**src/rtl/msrv32_pkg.sv**
```systemverilog
// Shared constants and types for the msrv32 store path: access-size codes,
// store FSM state encoding and datapath widths.
package msrv32_pkg;

    localparam int XLEN   = 32;
    localparam int MASK_W = 4;

    localparam logic [1:0] SZ_BYTE = 2'b00;
    localparam logic [1:0] SZ_HALF = 2'b01;
    localparam logic [1:0] SZ_WORD = 2'b10;

    typedef enum logic {
        ST_IDLE = 1'b0,
        ST_REQ  = 1'b1
    } state_t;

endpackage

```
**src/rtl/msrv32_store_align.sv**
```systemverilog
// Combinational lane steering for stores: word address, replicated data, byte mask,
// and the accept decision that folds in misalignment when TRAP_EN is set.
module msrv32_store_align
    import msrv32_pkg::*;
#(
    parameter bit TRAP_EN = 1'b0
) (
    input  logic              store_req,
    input  logic [1:0]        load_size,
    input  logic [XLEN-1:0]   iadder,
    input  logic [XLEN-1:0]   rs2,
    output logic [XLEN-1:0]   addr,
    output logic [XLEN-1:0]   data,
    output logic [MASK_W-1:0] mask,
    output logic              accept
);

    logic misaligned_s;

    // Size-dependent replication and mask; words ignore the low address bits
    always_comb begin
        addr         = {iadder[XLEN-1:2], 2'b00};
        data         = rs2;
        mask         = 4'b1111;
        misaligned_s = 1'b0;
        case (load_size)
            SZ_BYTE: begin
                data         = {4{rs2[7:0]}};
                mask         = 4'b0001 << iadder[1:0];
                misaligned_s = 1'b0;
            end
            SZ_HALF: begin
                data         = {2{rs2[15:0]}};
                mask         = iadder[1] ? 4'b1100 : 4'b0011;
                misaligned_s = iadder[0];
            end
            default: begin
                data         = rs2;
                mask         = 4'b1111;
                misaligned_s = |iadder[1:0];
            end
        endcase
        accept = store_req & ~(TRAP_EN & misaligned_s);
    end

endmodule

```
**src/rtl/msrv32_store_unit_hs.sv**
```systemverilog
// Handshaked store unit: captures one store, holds the write request until ack
// or MAX_WAIT-cycle timeout. Optional misalignment trap: MSRV32_MISALIGN_TRAP_EN.
module msrv32_store_unit_hs
    import msrv32_pkg::*;
#(
    parameter int MAX_WAIT = 16
) (
    input  logic              clk_in,
    input  logic              reset_in,
    input  logic              store_req_in,
    input  logic [1:0]        load_size_in,
    input  logic [XLEN-1:0]   iadder_in,
    input  logic [XLEN-1:0]   rs2_in,
    input  logic              dm_ack_in,
    output logic [XLEN-1:0]   dm_addr_out,
    output logic [XLEN-1:0]   dm_data_out,
    output logic [MASK_W-1:0] dm_wr_mask_out,
    output logic              dm_wr_req_out,
    output logic              stall_out,
    output logic              store_done_out,
    output logic              bus_err_out
`ifdef MSRV32_MISALIGN_TRAP_EN
    ,
    output logic              misaligned_store_out
`endif
);

`ifdef MSRV32_MISALIGN_TRAP_EN
    localparam bit TRAP_EN = 1'b1;
`else
    localparam bit TRAP_EN = 1'b0;
`endif

    localparam logic [7:0] LAST_WAIT = 8'(MAX_WAIT - 1);

    state_t            state_r;
    logic [7:0]        wait_cnt_r;
    logic [XLEN-1:0]   addr_s;
    logic [XLEN-1:0]   data_s;
    logic [MASK_W-1:0] mask_s;
    logic              accept_s;

    msrv32_store_align #(
        .TRAP_EN   (TRAP_EN)
    ) u_align (
        .store_req (store_req_in),
        .load_size (load_size_in),
        .iadder    (iadder_in),
        .rs2       (rs2_in),
        .addr      (addr_s),
        .data      (data_s),
        .mask      (mask_s),
        .accept    (accept_s)
    );

    // Stall is combinational so the pipeline freezes in the same cycle
    always_comb begin
        stall_out = ((state_r == ST_IDLE) & accept_s) | ((state_r == ST_REQ) & ~dm_ack_in);
    end

    // Store FSM, wait counter, captured write beat and pulse outputs
    always_ff @(posedge clk_in or posedge reset_in) begin
        if (reset_in) begin
            state_r              <= ST_IDLE;
            wait_cnt_r           <= 8'd0;
            dm_addr_out          <= 32'd0;
            dm_data_out          <= 32'd0;
            dm_wr_mask_out       <= 4'd0;
            dm_wr_req_out        <= 1'b0;
            store_done_out       <= 1'b0;
            bus_err_out          <= 1'b0;
`ifdef MSRV32_MISALIGN_TRAP_EN
            misaligned_store_out <= 1'b0;
`endif
        end else begin
            store_done_out       <= 1'b0;
            bus_err_out          <= 1'b0;
`ifdef MSRV32_MISALIGN_TRAP_EN
            misaligned_store_out <= 1'b0;
`endif
            case (state_r)
                ST_IDLE: begin
`ifdef MSRV32_MISALIGN_TRAP_EN
                    misaligned_store_out <= store_req_in & ~accept_s;
`endif
                    if (accept_s) begin
                        state_r        <= ST_REQ;
                        wait_cnt_r     <= 8'd0;
                        dm_addr_out    <= addr_s;
                        dm_data_out    <= data_s;
                        dm_wr_mask_out <= mask_s;
                        dm_wr_req_out  <= 1'b1;
                    end else begin
                        dm_wr_req_out  <= 1'b0;
                    end
                end
                ST_REQ: begin
                    // Ack takes priority over a coincident timeout
                    if (dm_ack_in) begin
                        state_r        <= ST_IDLE;
                        dm_wr_req_out  <= 1'b0;
                        store_done_out <= 1'b1;
                    end else if (wait_cnt_r == LAST_WAIT) begin
                        state_r        <= ST_IDLE;
                        dm_wr_req_out  <= 1'b0;
                        bus_err_out    <= 1'b1;
                    end else begin
                        wait_cnt_r     <= wait_cnt_r + 8'd1;
                    end
                end
                default: begin
                    state_r       <= ST_IDLE;
                    wait_cnt_r    <= 8'd0;
                    dm_wr_req_out <= 1'b0;
                end
            endcase
        end
    end

endmodule

```
**config.mk**
```make
export PLATFORM = sky130hd
export DESIGN_NAME = msrv32_store_unit_hs
export DESIGN_NICKNAME = d
export VERILOG_FILES = /design/src/rtl/msrv32_pkg.sv /design/src/rtl/msrv32_store_align.sv /design/src/rtl/msrv32_store_unit_hs.sv
export SDC_FILE = /design/constraint.sdc
export NUM_CORES = 1
export LEC_CHECK = 0
export CAP_MARGIN = 20
export CORE_MARGIN = 3
export CORE_UTILIZATION = 30
export DETAILED_ROUTE_END_ITERATION = 7
export DONT_BUFFER_PORTS = 1
export GPL_TIMING_DRIVEN = 0
export HOLD_SLACK_MARGIN = 0.1
export PLACE_DENSITY_LB_ADDON = 0.3
export SETUP_SLACK_MARGIN = 0.3
export SLEW_MARGIN = 40
export SYNTH_ARGS = -nofsm -noshare
export SYNTH_HDL_FRONTEND = slang
export SYNTH_SLANG_ARGS = --single-unit
```
**constraint.sdc**
```tcl
create_clock -name clk_in -period 2.75 [get_ports clk_in]
set_input_delay 0.55 -clock clk_in [delete_from_list [all_inputs] [get_ports clk_in]]
set_output_delay 0.55 -clock clk_in [all_outputs]
set_load 0.02 [all_outputs]
```
After elaboration in Yosys (flattened, before gate mapping)
Cells that the tools add are included.

Logic and storage cells: 43. Input port bits: 70. Bits in registers: 78. Output and inout bits: 72.

Add/subtract/negate cells: 1. Reductions and logical operators: 3. Shifts and indexed selects: 1. Multiplexer cells: 19. Bitwise logic cells: 5. Equality and inequality tests: 6.

Operators with widths (count): $pmux 32 s2 (1); $mux 8 (3); $pmux 8 s2 (1); $mux 1 (10); $add 8x1->8 const B (1); $eq 8x4->1 const B (1); $pmux 4 s2 (1); $ne 2x2->1 const B (3); $mux 4 (1); $pmux 1 s2 (2); $shl 1x2->4 const A (1); $ne 3x2->1 const B (1); $reduce_and 3->1 (1); $and 1x1->1 (2); $eq 2x1->1 const B (1); $logic_not 2->1 (1); $not 1->1 (2); $reduce_and 2->1 (1); $or 1x1->1 (1).

Longest topological paths before layout
Gate-level depths: netlist (run 1).

Depth after elaboration: 4. Mapped depth: 6. Mapped depth without buffers: 5.

By module
A second synthesis (run 1) with hierarchy kept.

Cells, all modules: 441. Area total of the unflattened synthesis: 3938.8 um^2.

By module, submodules not included: msrv32_store_unit_hs (cells an instance 347, sequential area each 2001.9 um^2, instances 1, area each 3163.0 um^2); msrv32_store_align (cells an instance 94, sequential area each 0.0 um^2, instances 1, area each 775.7 um^2).

Worst setup path after synthesis (run 1)
Ideal clock, no wire load.

Path type: input to output. From: input port dm_ack_in. To: output port stall_out. Slack: 1.067 ns. Buffers on the path: 0. Required time: 2.200 ns. Cell stages on the path: 2. Arrival: 1.133 ns. Cells stage by stage: and2b_2 or2_2.

Word-level cells in the longest chain between the ends: 3.

RTL lines: from (decl) (line msrv32_store_unit_hs.sv:14) `input logic dm_ack_in,`; $not 1->1 (line msrv32_store_unit_hs.sv:58) `stall_out = ((state_r == ST_IDLE) & accept_s) | ((state_r == ST_REQ) & ~dm_ack_in);`; $and 1x1->1 (line msrv32_store_unit_hs.sv:58); $or 1x1->1 (line msrv32_store_unit_hs.sv:58); to (decl) (line msrv32_store_unit_hs.sv:19) `output logic stall_out,`.

No other way between the ends.

Worst setup path in the final report (run 1)
From: register state_r. To: output port stall_out.

Word-level cells in the longest chain between the ends: 3. Elaborated cells on any way between the ends: 4. Classes of those cells: bitwise: 4.

RTL lines: from (decl) (line msrv32_store_unit_hs.sv:36) `state_t state_r;`; from (signal assigned) (line msrv32_store_unit_hs.sv:64) `state_r <= ST_IDLE;`; from (signal assigned) (line msrv32_store_unit_hs.sv:87) `state_r <= ST_REQ;`; from (signal assigned) (line msrv32_store_unit_hs.sv:100) `state_r <= ST_IDLE;`; $not 1->1 (no source line); $and 1x1->1 (line msrv32_store_unit_hs.sv:58); $or 1x1->1 * (line msrv32_store_unit_hs.sv:58).

Mark *: on every way between the ends. The rest lies on a longest branch, timed or not.

==> impl_results.md, run 1 <==
- H-tree levels: 3
- Pleak: 1.91 nW
- FF+latch area: 0.00195 mm²
- Worst vdd ir: 252 µV
- Initial Utilization: 30.9%
- Clock transition at path regs: 0.09 ns
- Crit Path Class: flop to output pin
- Top FF cell, synth: dfrtp_1
- CTS buffer count: 9
- Worst setup EP type: output pin
- Ports: 142
- Detailed Route WL: 8860 µm
- Syn_area_per_cell: 9.32 µm²
- DR iter-0 viols: 131
- Max-slew violation count: 0
- Final hold vios: 0
- Register area share after synthesis: 58.0%
- Area occupied by multi-input gates: 0.00128 mm²
- Post-route minimum period: 1.89 ns
- Hold Crit Endpoint: dm_data_out[0]
- Hold Startpoint: rs2_in[0]
- FMAX: 0.528 GHz
- Core Area: 0.0109 mm²
- Run status: finished clean
- Cell Area, Synth: 0.00336 mm²
- Diode count: 0
- YS warnings: 0
- Root buffer cell: clkbuf_8
- Die Area: 0.0125 mm²
- FF+latch count, synth: 78
- RSZ-0062 raised after global routing: no
- Number of detailed-route iterations in the first pass: 4
- Tcrit/Tclk final: 68.8%
- P per Cell Area: 824 mW/mm²
- Cell with the most instances after synthesis: nand2_1
- Slew @ Worst Pin: 0.593 ns
- Worst r2r path cells: 5
- Drt via density: 4.77
- Clk buf depth: 2
- Drt wl/cell: 16.9 µm
- # setup viols final: 0
- Synth top area cells: dfrtp_1 58%, nand2_1 16%, mux2i_1 7.1%
- Top post-synthesis cells by count: 146 x nand2_1, 78 x dfrtp_1, 33 x o21ai_0
- Vias in the first global route: 2531
- Clock Skew: 0.0130 ns
- Largest area contributor in the netlist: dfrtp_1
- Crit start category: flop
- Antenna viol nets, final: 0
- Via count: 2497
- Initial antenna violation count: 0
- Area growth syn-to-layout: 16.0%
- CTS tree: built
- Largest net degree at the start of global routing: 20
- Setup_tns: 0 ns
- Layout filler cell count: 1123
- DRC errors left: 0
- Sink Count: 78
- Crit path required time: 2.20 ns
- Port Buffers: 0
- Slew HR: 60.4%
- Worst-skew pair later-pin latency: 0.35 ns
- Share of post-route cells with drive strength above 1: 9.40%
- Resized cells post-CTS: 0
- Global-route wire length before repair: 14000 µm
- Fin nets: 449
- EDFF count, synth: 0
- Post-Syn Instances: 361
- Power consumption: 3.21 mW
- R2r startpoint: state_r
- Die width: 112 µm
- Flop-to-flop setup slack: 1.04 ns
- Worst Path Arrival: 1.34 ns
- Overall Global Routing Usage: 14.5%
- Hold Crit Depth: 2
- Die height: 112 µm
- Synth unique cells: 31
- Yosys top cell area share: 58.0%
- Hold/Removal Path Class: primary input to flop
- GP Congestion: 0.836
- Worst-path fanout max: 6
- Ys async rst share: 100%
- RR Endpoint: dm_addr_out[5]
- Row Count: 38
- Max_cap viols: 0
- Post-DP HPWL: 6860 µm
- Gr ovfl total: 0
[stage by stage]
step           setup WS, ns  instance area [µm²]  hold slack (ns)  util (%)  cells
2_1_floorplan          1.07                 3370            0.479         -    362
3_3_place_gp          0.771                 3550            0.505      32.6    502
3_5_place_dp          0.771                 3660            0.459      33.6    506
4_1_cts               0.812                 3900            0.283      35.8    523
5_1_grt               0.742                 3900            0.285      35.8    523
6_report              0.857                 3900            0.308      35.8    523
[flip-flops by register name (all words and copies together), names as in the netlist]
name	cells
dm_wr_req_out	1
dm_data_out	32
dm_addr_out	30
store_done_out	1
bus_err_out	1
wait_cnt_r	8
dm_wr_mask_out	4
state_r	1
[critical path: stages, from the launching register on]
cell and delay, ns:
dfrtp_1 0.39, and2b_2 0.26, or2_2 0.36
[cells in the final DEF, fill, tap and decap left out, types with 2 or more instances in the layout]
| master | instances |
|---|---|
| nor2_1 | 10 |
| nor2b_1 | 2 |
| buf_16 | 4 |
| dfrtp_1 | 78 |
| o21ai_0 | 33 |
| inv_1 | 4 |
| clkbuf_1 | 14 |
| buf_6 | 2 |
| conb_1 | 2 |
| o31ai_1 | 2 |
| nand2_1 | 146 |
| buf_2 | 4 |
| a21oi_1 | 12 |
| mux2i_1 | 24 |
| nand4_1 | 2 |
| nand2b_1 | 2 |
| clkbuf_8 | 13 |
| nand3_1 | 7 |
| or2_2 | 2 |
| buf_4 | 2 |
| o211ai_1 | 2 |
| bufinv_16 | 2 |
[kinds of logic (layout without fill, tap and decap cells)]
family	after synthesis	after routing	share of synthesized area, %
AND/OR/NAND/NOR	177	177	21.4
flip-flops	78	78	58.0
AO/OA/AOI/OAI	53	53	8.85
buffers and inverters	27	48	4.13
multiplexers	24	24	7.14
adder cells (fa/ha/maj)	1	1	0.372
other	1	2	0.112
[routing by layer]
layer / vias to the layer above / global-route usage [%] / wire, µm
li1: 1201 / - / -
met1: 1183 / 18.2 / 3730
met2: 103 / 21.9 / 4100
met3: 10 / 5.82 / 870
met4: 0 / 6.41 / 158
met5: - / 0 / 0
[repair_timing]
item | 4_1_cts | 5_1_grt
buffers inserted | 0 | 0
hold buffers | 1 | 0
endpoints found under the hold margin | 17 | 0
[how the worst max path moves through the flow]
stage,slack [ns],cells past startpoint,startpoint,end
after floorplan,1.07,2,dm_ack_in,stall_out
after global placement,0.77,5,store_req_in,dm_addr_out[8]
after detailed placement,0.77,5,store_req_in,dm_addr_out[8]
after CTS,0.81,2,state_r,stall_out
after global routing,0.74,5,state_r,dm_addr_out[10]
final,0.86,2,state_r,stall_out
[layout make-up]
| cell class | count | share of cell area, % |
|---|---|---|
| flip-flops and latches | 78 | 50.0 |
| repair buffers | 5 | 3.08 |
| well taps | 140 | 4.49 |
| clock buffers | 13 | 4.33 |
| plain buffers | 22 | 3.08 |
| clock inverters | 3 | 1.67 |
| inverters | 5 | 0.577 |
| multi-input cells | 257 | 32.7 |
[report_power, final]
part           leakage (nW)  internal, mW  switching [mW]
logic                 0.815         0.158           0.245
clock network         0.120         0.586           0.421
registers             0.974          1.37           0.437
total                  1.91          2.11            1.10
Note: power is estimated with default switching activity, not from simulation.
==> run 2: changes to the inputs <==
==> constraint.sdc (replaced) <==
create_clock -name clk_in -period 1.8 [get_ports clk_in]
set_input_delay 0.36 -clock clk_in [delete_from_list [all_inputs] [get_ports clk_in]]
set_output_delay 0.36 -clock clk_in [all_outputs]
set_load 0.02 [all_outputs]
==> run 2 against run 1 <==
  * Via count is 5.9% higher
  * Clock power is 53% higher
  * Flip-flop and latch count stayed put
  * Die area stayed put
  * Core utilization is 2.6 points higher
  * Setup slack worse by 0.63 ns
  * Register-to-register slack worse by 0.81 ns
  * Largest power group unchanged
  * Non-clock buffer count is 25 higher
==> impl_results.md, run 2 (synthesis gave the netlist of run 1 again) <==
- Diode count: 0 (unchanged)
- Crit path required time: 1.44 ns (-0.76 ns)
- Max_cap viols: 0 (unchanged)
- Max reg flops: 32 (unchanged)
- Core Area: 0.0109 mm² (unchanged)
- Die height: 112 µm (unchanged)
- Post-route minimum period: 1.58 ns
- FMAX: 0.634 GHz
- Area occupied by multi-input gates: 0.00131 mm² (+2.4%)
- Worst Path Arrival: 1.22 ns (-0.12 ns)
- CTS tree: built
- FF+latch area: 0.00195 mm² (unchanged)
- Initial antenna violation count: 0 (unchanged)
- H-tree levels: 3 (unchanged)
- P per Cell Area: 1200 mW/mm² (+45%)
- Die Area: 0.0125 mm² (unchanged)
- Gr ovfl total: 0 (unchanged)
- Hold/Removal Path Class: primary input to flop
- Vias in the first global route: 2646 (+4.5%)
- Max-slew violation count: 0 (unchanged)
- Crit Path Class: flop to output pin
- Clock transition at path regs: 0.08 ns (about the same)
- CTS buffer count: 9 (unchanged)
- Share of post-route cells with drive strength above 1: 14.7% (+5.3 points)
- Slew @ Worst Pin: 0.599 ns (+0.00599 ns)
- Sink Count: 78 (unchanged)
- Pleak: 2.06 nW (+7.7%)
- Hold Worst Slack: 0.124 ns (-0.184 ns)
- Worst-skew pair later-pin latency: 0.35 ns (about the same)
- # setup viols final: 0 (unchanged)
- Row Count: 38 (unchanged)
- Tcrit/Tclk final: 87.6%
- Root buffer cell: clkbuf_8
- Area growth syn-to-layout: 24.2%
- Layout filler cell count: 1094 (-2.6%)
- Crit start category: flop
- RSZ-0062 raised after global routing: yes
- Fin nets: 474 (+5.6%)
- Largest net degree at the start of global routing: 20 (unchanged)
- Worst setup EP type: output pin
- Post-DP HPWL: 6860 µm (unchanged)
- Placed inst area: 0.00366 mm² (unchanged)
- Commonest non-fill, non-tap cell in the layout: nand2_1
- Largest regs: dm_data_out (32), dm_addr_out (30), wait_cnt_r (8)
- DRC errors left: 0 (unchanged)
- Number of detailed-route iterations in the first pass: 4 (unchanged)
- Final hold vios: 0 (unchanged)
- GP Congestion: 0.836 (unchanged)
- Die width: 112 µm (unchanged)
- Worst vdd ir: 394 µV (+56%)
- Slew HR: 60.0% (-0.40 points)
- Most frequent cells in the layout: 145 x nand2_1, 78 x dfrtp_1, 30 x o21ai_0, 24 x mux2i_1, 18 x dlygate4sd3_1
- Initial Utilization: 30.9% (unchanged)
- Most flop-heavy register: dm_data_out
- Fin util: 38.4% (+2.6 points)
- Detailed Route WL: 9230 µm (+4.2%)
- Setup_tns: 0 ns (unchanged)
- Power consumption: 5.00 mW (+56%)
- Global-route wire length before repair: 14600 µm (+4.3%)
- Drt wl/cell: 16.8 µm (-0.51%)
- Clock Skew: 0.00958 ns (-0.00338 ns)
- Post-route cell area: 0.00418 mm² (+7.1%)
- Worst-path fanout max: 4 (-2)
- Via count: 2644 (+5.9%)
- DR iter-0 viols: 126 (-3.8%)
- Antenna viol nets, final: 0 (unchanged)
- Port Buffers: 0 (unchanged)
- Drt via density: 4.82 (+1.1%)
- Run status: finished clean
- Ports: 142 (unchanged)
- Overall Global Routing Usage: 15.0% (+0.56 points)
- Clk buf depth: 2 (unchanged)
[run 2: cell types whose count changed in the layout (fill, tap and decap cells not counted), sizes merged]
cell         before  now
buf              12   20
dlygate4sd3       1   18
[run 2: where the power goes]
| part | switching (mW) | leakage (nW) | internal, mW |
|---|---|---|---|
| clock | 0.654 | 0.120 | 0.895 |
| combinational | 0.398 | 0.962 | 0.291 |
| sequential | 0.674 | 0.974 | 2.09 |
| total | 1.73 | 2.06 | 3.27 |
[run 2: cell type report]
type	instances	share of cell area [%]
Timing Repair Buffer	30	8.48
Clock inverter	3	1.56
Clock buffer	13	4.04
Multi-Input combinational cell	257	31.3
Inverter	5	0.539
Tap cell	140	4.19
Sequential cell	78	46.7
Buffer	22	3.20
[run 2: repair_timing]
item | 4_1_cts | 5_1_grt
pin swaps | 4 | 1
hold buffers | 18 | 0
gates cloned | 1 | 0
endpoints found under the hold margin | 34 | 0
buffers inserted | 5 | 2
setup endpoints to repair | 39 | 48
gates resized for setup | 19 | 7
[run 2: stage by stage]
| stage | worst slack, ns | cells |
|---|---|---|
| floorplan | 0.316 | 362 |
| global placement | -0.00220 | 502 |
| detailed placement | -0.00251 | 506 |
| CTS | 0.191 | 546 |
| global route | 0.157 | 548 |
| finish | 0.223 | 548 |
[run 2: worst paths after layout]
path / start / slack [ns] / endpoint / depth (start not counted)
setup / recovery: state_r / 0.22 / stall_out / 2
max in group asynchronous: reset_in / 0.63 / dm_data_out[31] / 6
min in group asynchronous: reset_in / 0.39 / dm_addr_out[11] / 2
hold reg to reg: wait_cnt_r[6] / 0.53 / wait_cnt_r[6] / 1
hold / removal: iadder_in[18] / 0.12 / dm_addr_out[18] / 2
setup reg to reg: wait_cnt_r[7] / 0.23 / wait_cnt_r[4] / 5
[run 2: critical path: stages, from the launching register on]
cell,delay (ns)
dfrtp_1,0.41
and2b_2,0.21
or2_4,0.26
[run 2: layer usage]
metal	track usage [%]	up-vias	wire, µm
met5	0	-	0
met4	6.41	0	182
met3	5.76	12	892
met2	23.2	116	4320
met1	18.8	1266	3830
li1	-	1250	-
==> run 3: changes to the inputs <==
--- a/config.mk
+++ b/config.mk
@@ -11,7 +11,6 @@
 export DETAILED_ROUTE_END_ITERATION = 7
 export DONT_BUFFER_PORTS = 1
 export GPL_TIMING_DRIVEN = 0
-export HOLD_SLACK_MARGIN = 0.1
 export PLACE_DENSITY_LB_ADDON = 0.3
 export SETUP_SLACK_MARGIN = 0.3
 export SLEW_MARGIN = 40
==> run 3 against run 2 <==
  * Via count decreased by 3.0%
  * First-iteration DRC count decreased by 5.6%
  * Core utilization decreased by 1.6 points
  * Combinational power decreased by 5.4%
  * Setup slack about the same
  * Routed wire length decreased by 2.4%
  * Cell count decreased by 3.1%
  * Worst hold slack got worse by 0.0073 ns
  * Die area unchanged
  * Maximum frequency about the same
  * Non-clock buffer count decreased by 17
==> impl_results.md, run 3 (synthesis gave the netlist of run 1 again) <==
- Clk buf depth: 2 (unchanged)
- Pleak: 1.99 nW (-3.5%)
- Clock Skew: 0.00876 ns (-0.000828 ns)
- GR Util met1: 18.4% (-0.38 points)
- Post-DP HPWL: 6860 µm (unchanged)
- Tcrit/Tclk final: 87.6% (about the same)
- Flop pwr share: 55.6% (+0.4 points)
- Clock network power share: 31.2% (+0.2 points)
- Die height: 112 µm (unchanged)
- Setup_tns: 0 ns (unchanged)
- Largest net degree at the start of global routing: 20 (unchanged)
- Clock transition at path regs: 0.09 ns (about the same)
- Hold Crit Depth: 2 (unchanged)
- Most Used Layer, Global Route: met2
- Antenna viol nets, final: 0 (unchanged)
- Die Area: 0.0125 mm² (unchanged)
- Drt via density: 4.83 (+0.12%)
- Worst Path Arrival: 1.22 ns (about the same)
- Slew HR: 59.3% (-0.74 points)
- Gr ovfl total: 0 (unchanged)
- Number of detailed-route iterations in the first pass: 4 (unchanged)
- Max_cap viols: 0 (unchanged)
- Worst path cell trace: and2b_2 -> or2_4
- Worst vdd ir: 385 µV (-2.1%)
- Most flop-heavy register: dm_data_out
- Routing usage on met3: 5.82% (+0.054 points)
- CP peak stage delay: 0.41 ns (about the same)
- Buffer and inverter count on the worst path: 0 (unchanged)
- Final hold vios: 0 (unchanged)
- CTS buffer count: 9 (unchanged)
- Share of post-route cells with drive strength above 1: 15.3% (+0.64 points)
- Slowest cell on the critical path: dfrtp_1
- Ports: 142 (unchanged)
- Worst setup EP type: output pin
- Largest regs: dm_data_out (32), dm_addr_out (30), wait_cnt_r (8)
- Post-route minimum period: 1.58 ns (+0.0000760 ns)
- Root buffer cell: clkbuf_8
- FMAX: 0.634 GHz (about the same)
- Die width: 112 µm (unchanged)
- # setup viols final: 0 (unchanged)
- Crit start category: flop
- Initial Utilization: 30.9% (unchanged)
- Core Area: 0.0109 mm² (unchanged)
- DRC errors left: 0 (unchanged)
- GP Congestion: 0.836 (unchanged)
- Hold Worst Slack: 0.116 ns (-0.00731 ns)
- Psw: 1.71 mW (-0.83%)
- P per Cell Area: 1240 mW/mm² (+3.4%)
- Worst-skew pair later-pin latency: 0.35 ns (about the same)
- P_int: 3.25 mW (-0.74%)
- Net Sw Frac: 34.5% (about the same)
- Detailed Route WL: 9010 µm (-2.4%)
- Drt wl/cell: 17.0 µm (+0.74%)
- Initial antenna violation count: 0 (unchanged)
- Worst r2r path cells: 5 (unchanged)
- Combinational Power Share: 13.2% (-0.6 points)
- Overall Global Routing Usage: 14.6% (-0.38 points)
- Grt met2 use: 22.3% (-0.92 points)
- Vias in the first global route: 2581 (-2.5%)
- Diode count: 0 (unchanged)
- CTS tree: built
- CP delay by family, top: simple AND/OR/NAND/NOR gates
- Crit path required time: 1.44 ns (about the same)
- Stages on the worst setup path: 2 (unchanged)
- Max-slew violation count: 0 (unchanged)
- Sink Count: 78 (unchanged)
- Crit Path Class: flop to output pin
- Worst-path fanout max: 4 (unchanged)
- Hold/Removal Path Class: primary input to flop
- Slew @ Worst Pin: 0.610 ns (+0.0111 ns)
- Commonest non-fill, non-tap cell in the layout: nand2_1
- Row Count: 38 (unchanged)
- DR iter-0 viols: 119 (-5.6%)
- Area growth syn-to-layout: 19.2%
- H-tree levels: 3 (unchanged)
- Max reg flops: 32 (unchanged)
- Global-route wire length before repair: 14300 µm (-2.7%)
- Run status: finished clean
- Fin nets: 457 (-3.6%)
- Via count: 2565 (-3.0%)
- RSZ-0062 raised after global routing: yes
- Most frequent cells in the layout: 145 x nand2_1, 78 x dfrtp_1, 30 x o21ai_0, 24 x mux2i_1, 13 x clkbuf_8
- Port Buffers: 0 (unchanged)
==> run 3: cell types whose count changed in the layout (fill, tap and decap cells not counted) <==
cell / before / now
dlygate4sd3_1: 18 / 1
==> run 3: cell type report <==
cell class | count | area [µm²]
Fill cell | 1108 | 6880
Sequential cell | 78 | 1950
Multi-Input combinational cell | 257 | 1310
Timing Repair Buffer | 13 | 184
Tap cell | 140 | 175
Clock buffer | 13 | 169
Buffer | 22 | 134
Clock inverter | 3 | 65.1
Inverter | 5 | 22.5
==> run 3: what timing repair did <==
item | 4_1_cts | 5_1_grt
buffers inserted | 5 | 2
pin swaps | 4 | 1
gates cloned | 1 | 0
hold buffers | 1 | 0
gates resized for setup | 19 | 7
hold endpoints to repair | 17 | 0
endpoints found under the setup margin | 39 | 48
==> run 3: per-stage QoR <==
| step | instances | util, % | total power, mW | cell area (µm²) | worst slack (ns) |
|---|---|---|---|---|---|
| final | 531 | 36.8 | 4.96 | 4010 | 0.223 |
| after floorplan | 362 | - | 3.17 | 3370 | 0.316 |
| after global placement | 502 | 32.6 | 3.37 | 3550 | -0.00220 |
| after CTS | 529 | 36.6 | 5.04 | 3980 | 0.191 |
| after global routing | 531 | 36.8 | 5.26 | 4010 | 0.157 |
| after detailed placement | 506 | 33.6 | 3.43 | 3660 | -0.00251 |
==> run 3: worst register-to-register path, stage by stage (launching register included) <==
cell	delay, ns
dfrtp_1	0.39
or4_4	0.56
o21ai_4	0.22
buf_6	0.16
o211ai_1	0.08
o31ai_1	0.07
==> run 3: power groups by stage <==
stage                     logic (mW)  clock network, mW  registers (mW)
final                          0.653               1.55            2.76
after global routing           0.768               1.69            2.81
after CTS                      0.664               1.60            2.77
after detailed placement       0.637                  0            2.80
after global placement         0.580                  0            2.79
after floorplan                0.475                  0            2.70
==> run 3: path summary, 6_finish.rpt <==
path                               startpoint         endpoint  slack [ns]
worst min-delay path                rs2_in[0]   dm_data_out[0]        0.12
worst min register to register  wait_cnt_r[6]    wait_cnt_r[6]        0.53
worst max-delay path                  state_r        stall_out        0.22
worst max register to register  wait_cnt_r[7]    wait_cnt_r[4]        0.23
max in group asynchronous            reset_in  dm_data_out[31]        0.65
min in group asynchronous            reset_in  dm_addr_out[11]        0.37
==> run 3: per-layer routing <==
layer  vias to the layer above  wire length [µm]
met5                         -                 0
met4                         0               183
met3                        12               902
met2                       117              4120
met1                      1217              3810
li1                       1219                 -
